--- src/rtl/divisor16b8b.sv ---
// rtl/divisor16b8b.sv - sequential restoring divider, one quotient bit per clock
// Shares the START/DONE handshake of multiplicador8b so one controller drives both.
module divisor16b8b #(
  parameter int NW = 16,
  parameter int DW = 8
) (
  input  logic          CLK,
  input  logic          RST,
  input  logic          START,
  input  logic [NW-1:0] N,
  input  logic [DW-1:0] D,
  output logic          BUSY,
  output logic          DONE,
  output logic          DIV_ZERO,
  output logic [NW-1:0] Q,
  output logic [DW-1:0] R
);

  localparam int CW = (NW > 1) ? $clog2(NW) : 1;

  typedef enum logic [1:0] {IDLE, ITER, FIN} state_t;

  state_t        state_q, state_d;
  logic [NW-1:0] sn_q, sn_d;
  logic [DW-1:0] sd_q, sd_d;
  // Partial remainder is always < SD after each step, so DW bits hold it.
  logic [DW-1:0] p_q, p_d;
  logic [CW-1:0] cnt_q, cnt_d;
  logic          busy_q, busy_d;
  logic          done_q, done_d;
  logic          dz_q, dz_d;
  logic [NW-1:0] q_q, q_d;
  logic [DW-1:0] r_q, r_d;

  logic [DW:0]   trial;
  logic          qbit;

  always_comb begin
    state_d = state_q;
    sn_d    = sn_q;
    sd_d    = sd_q;
    p_d     = p_q;
    cnt_d   = cnt_q;
    busy_d  = busy_q;
    done_d  = done_q;
    dz_d    = dz_q;
    q_d     = q_q;
    r_d     = r_q;
    trial   = {p_q, sn_q[NW-1]};
    qbit    = (trial >= {1'b0, sd_q});

    case (state_q)
      IDLE, FIN: begin
        if (START) begin
          sn_d   = N;
          sd_d   = D;
          p_d    = '0;
          done_d = 1'b0;
          dz_d   = 1'b0;
          if (D != '0) begin
            state_d = ITER;
            cnt_d   = '0;
            busy_d  = 1'b1;
          end else begin
            state_d = FIN;
            q_d     = '1;
            r_d     = N[DW-1:0];
            dz_d    = 1'b1;
            done_d  = 1'b1;
          end
        end
      end
      ITER: begin
        // Difference fits in DW bits whenever the trial value is >= SD.
        p_d   = qbit ? (trial[DW-1:0] - sd_q) : trial[DW-1:0];
        sn_d  = {sn_q[NW-2:0], qbit};
        cnt_d = cnt_q + CW'(1);
        if (cnt_q == CW'(NW-1)) begin
          q_d     = sn_d;
          r_d     = p_d;
          done_d  = 1'b1;
          busy_d  = 1'b0;
          cnt_d   = '0;
          state_d = FIN;
        end
      end
      default: state_d = IDLE;
    endcase
  end

  always_ff @(posedge CLK) begin
    if (RST) begin
      state_q <= IDLE;
      sn_q    <= '0;
      sd_q    <= '0;
      p_q     <= '0;
      cnt_q   <= '0;
      busy_q  <= 1'b0;
      done_q  <= 1'b0;
      dz_q    <= 1'b0;
      q_q     <= '0;
      r_q     <= '0;
    end else begin
      state_q <= state_d;
      sn_q    <= sn_d;
      sd_q    <= sd_d;
      p_q     <= p_d;
      cnt_q   <= cnt_d;
      busy_q  <= busy_d;
      done_q  <= done_d;
      dz_q    <= dz_d;
      q_q     <= q_d;
      r_q     <= r_d;
    end
  end

  assign BUSY     = busy_q;
  assign DONE     = done_q;
  assign DIV_ZERO = dz_q;
  assign Q        = q_q;
  assign R        = r_q;

endmodule

--- config.mk ---
export PLATFORM = sky130hd
export DESIGN_NAME = divisor16b8b
export DESIGN_NICKNAME = d
export VERILOG_FILES = /design/src/rtl/divisor16b8b.sv
export SDC_FILE = /design/constraint.sdc
export NUM_CORES = 1
export LEC_CHECK = 0
export ABC_AREA = 1
export CAP_MARGIN = 30
export CORE_UTILIZATION = 35
export DETAILED_ROUTE_END_ITERATION = 7
export GPL_TIMING_DRIVEN = 0
export PLACE_DENSITY_LB_ADDON = 0.05
export SLEW_MARGIN = 20
export SYNTH_ARGS = -nofsm -noshare
export SYNTH_HDL_FRONTEND = slang
export SYNTH_SLANG_ARGS = --single-unit
--- constraint.sdc ---
create_clock -name CLK -period 1.6 [get_ports CLK]
set_clock_uncertainty 0.1 [all_clocks]
set_input_delay 0.24 -clock CLK [delete_from_list [all_inputs] [get_ports CLK]]
set_output_delay 0.24 -clock CLK [all_outputs]
set_load 0.005 [all_outputs]
==> flow_metrics.py <==
metrics = {
    "status": {
        "outcome": "finished, violations left",
        "violations": "negative setup slack",
    },
    "setup_path": {
        "crit_type": "flip-flop to flip-flop",
        "r2r_slack_ns": -0.17,
        "cp-start-kind": "flip-flop",
        "arrival_ns": 1.92,
        "reg2reg_depth": 12,
        "r2r_start": "sd_q[6]$_SDFFE_PP0P_",
        "required_ns": 1.75,
        "cp_common_cell": "nand2_2",
        "cp_num_buf_inv": 3,
        "crit_chain": "inv_2 -> ha_4 -> nand2_2 -> nand2_2 -> nand2_2 -> nand2_4 -> inv_4 -> nand4_4 -> nand3_4 -> nand3_2 -> nand2_1 -> inv_1",
        "crit_family": "simple AND/OR/NAND/NOR gates",
        "crit_path_top_delay_cell": "dfxtp_2",
        "cpPeakStageDelay_ns": 0.32,
        "cp_max_fo": 6,
        "end_kind": "flip-flop",
        "worstReg2RegEnd": "R[6]$_SDFFE_PP0P_",
    },
    "sta": {
        "period_minus_slack_ns": 1.77,
        "whs_ns": 0.363,
        "setup_viol": 38,
        "maxSlewHeadroom_pct": 60.6,
        "finalWorstSetupSlack_ns": -0.170,
        "fin_crit_sh_pct": 111,
        "rsz0062_at_grt": "true",
        "tightest_slew_ns": 0.591,
        "finalMaxSlewViolations": 0,
        "max_freq_ghz": 0.565,
        "final-hold-violation-count": 0,
    },
    "cells_and_area": {
        "diodes": 0,
        "fin_util_pct": 59.1,
        "syn2layout_area_growth_pct": 63.1,
        "instances_no_fill": 662,
        "drive_gt1_share_pct": 38.8,
        "fill_cells": 796,
        "multiInputGateArea_um2": 2230,
        "finalNetCount": 586,
        "regArea_um2": 1340,
    },
    "power": {
        "power_mw": 5.55,
        "ir_drop_mv": 0.538,
        "p_int_mw": 3.53,
        "clkPwrFrac_pct": 26.8,
        "p_switching_mw": 2.02,
        "p_per_area_nw_per_um2": 1080,
        "pwr-share-comb_pct": 39.2,
        "power.leakage_nw": 2.17,
        "seq_power_share_pct": 34.0,
        "switching_share_pct": 36.4,
    },
    "synth": {
        "yosysTopAreaCellShare_pct": 41.2,
        "synth_top_area_cell": "dfxtp_1",
        "yosysWarnings": 0,
        "synth_common_cells": "nand2_1, nor2_1, dfxtp_1",
        "synth-seq-cells": 65,
        "synth.top_cells.by_area": "dfxtp_1, nand2_1, nor2_1",
        "ys_types": 33,
        "synth_most_common_cell": "nand2_1",
        "async_reset_ff_share_pct": 0,
        "synth_flop_cell": "dfxtp_1",
        "synth_edf_count": 0,
        "syn-num-nets": 486,
        "avgSynthCellArea_um2": 7.03,
        "ys_seq_area_share_pct": 41.2,
        "synth_area_um2": 3160,
        "synth_cells": 449,
    },
    "cts": {
        "cts_sinks": 65,
        "cts_tree": "built",
        "clockRootBuffer": "clkbuf_8",
        "clockBufferDepth": 2,
        "clk_pin_slew_ns": 0.07,
        "clk_latency_ns": 0.35,
        "holdBufCountCts": 0,
        "cts_buffers": 9,
        "htreeDepth": 3,
    },
    "hold_path": {
        "worstHoldPathType": "flip-flop to flip-flop",
        "hold_depth": 2,
        "worstHoldStart": "sn_q[1]$_SDFFE_PP0P_",
        "min_to": "sn_q[1]$_SDFFE_PP0P_",
    },
    "routing": {
        "wl_um": 10700,
        "routedWlPerCell_um": 16.1,
        "drt_iter0_markers": 167,
        "vias_per_cell": 5.17,
        "routed-via-count": 3421,
        "ant_nets": 0,
        "drtPass1Iterations": 5,
        "drc": 0,
    },
    "die": {
        "ios": 54,
        "die_h_um": 97.0,
        "die_x_um": 97.0,
        "num_rows": 34,
        "core-area_um2": 8720,
        "start_util_pct": 36.2,
        "die-area_um2": 9400,
    },
    "place": {
        "dpl.hpwl_um": 6810,
        "gp_congestion": 0.855,
        "io_buffers": 53,
        "dp.cells": 610,
    },
    "global_route": {
        "grt_pass1_wl_um": 16400,
        "grt_max_degree": 12,
        "track_usage_pct": 22.2,
        "grt.overflow.total": 0,
        "grt_pass1_vias": 3286,
        "antenna_found_initial": 0,
    },
    "job": {
        "cap_viol_max_count": 0,
    },
}
[cells by family after synthesis]
family,synth area share (%)
simple gates,30.3
xor+xnor,1.39
compound gates,13.7
buf+inv,9.16
fa+ha+maj,4.20
flops,41.2
[per-stage QoR]
step	setup WS (ns)	TNS [ns]	instance area, um2
2_1_floorplan	-0.0150	-0.0190	3260
3_3_place_gp	-0.502	-17.26	3920
3_5_place_dp	-0.490	-17.55	3920
4_1_cts	-0.166	-3.44	4610
5_1_grt	-0.296	-7.38	5150
6_report	-0.170	-2.81	5150
[flip-flops by register name, indices dropped and copies added, names as in the netlist]
| register | cells |
|---|---|
| cnt_q | 4 |
| BUSY | 1 |
| DONE | 1 |
| sn_q | 16 |
| sd_q | 8 |
| DIV_ZERO | 1 |
| Q | 16 |
| state_q | 2 |
| R | 8 |
| p_q | 8 |
[power by group through the flow]
stage / registers (mW) / logic, mW / clock network [mW]
5_1_grt: 1.90 / 2.34 / 1.57
2_1_floorplan: 1.88 / 0.882 / 0
6_report: 1.89 / 2.17 / 1.49
3_5_place_dp: 1.89 / 1.33 / 0
3_3_place_gp: 1.89 / 1.32 / 0
4_1_cts: 1.87 / 1.81 / 1.51
[layout by cell type, fill, tap and decap left out, types with 2 or more instances in the layout]
cell	Yosys	layout
nand2_4	1	12
nand2_1	73	53
nor2_2	1	7
clkbuf_1	8	5
nand4_1	11	11
o21ai_0	19	12
inv_2	4	11
clkbuf_16	0	3
xor2_1	3	3
a21oi_1	48	35
nor2_1	70	53
dfxtp_2	0	19
buf_4	2	24
clkdlybuf4s50_1	0	53
dfxtp_1	65	43
nor2_4	1	13
buf_8	0	4
clkinv_4	0	2
nor4_1	7	7
inv_1	47	31
a21oi_2	0	12
nand4_4	0	2
buf_2	6	3
dfxtp_4	0	3
clkbuf_8	0	11
nor3_1	7	7
clkbuf_2	0	5
o21ai_1	15	6
nand3_4	0	7
ha_4	0	9
nand2_2	2	10
o21ai_2	0	15
inv_4	0	5
buf_6	1	10
nand3_1	35	16
nand3_2	1	14
clkinvlp_4	0	2
[area by class of cell]
class	instances	share of cell area [%]
Timing Repair Buffer	88	17.2
Multi-Input combinational cell	316	43.4
Inverter	51	4.37
Clock inverter	4	0.996
Tap cell	108	2.62
Clock buffer	12	3.01
Sequential cell	65	25.9
Buffer	18	2.53
[worst max path at each step]
stage                                from                   to  slack, ns  depth (start not counted)
detailed placement                   D[0]    R[1]$_SDFFE_PP0P_      -0.49                         11
floorplan           sn_q[15]$_SDFFE_PP0P_  p_q[4]$_SDFFE_PP0P_      -0.02                         10
global placement                     D[0]    R[1]$_SDFFE_PP0P_      -0.50                         11
global route         sd_q[4]$_SDFFE_PP0P_  p_q[2]$_SDFFE_PP0P_      -0.30                         11
finish               sd_q[6]$_SDFFE_PP0P_    R[6]$_SDFFE_PP0P_      -0.17                         12
CTS                 sn_q[15]$_SDFFE_PP0P_  p_q[4]$_SDFFE_PP0P_      -0.17                         10
[routing by layer]
metal | wire, um | global-route usage, %
met2 | 5120 | 35.8
met5 | 0 | 0
met3 | 450 | 3.90
met4 | 351 | 11.9
met1 | 4770 | 28.2
[worst reg2reg max path, delay by kind of cell, from the launching register on]
kind	cells	cell delay, ns
fa+ha+maj	1	0.27
buf+inv	3	0.16
flops	1	0.32
simple gates	8	0.82
[repair_timing]
| action | 4_1_cts | 5_1_grt |
|---|---|---|
| pin swaps | 37 | 35 |
| setup buffers | 16 | 15 |
| cloned | 4 | 3 |
| gates resized for setup | 92 | 118 |
| endpoints found under the setup margin | 41 | 52 |
No activity file was read; power rests on OpenSTA's default activity.
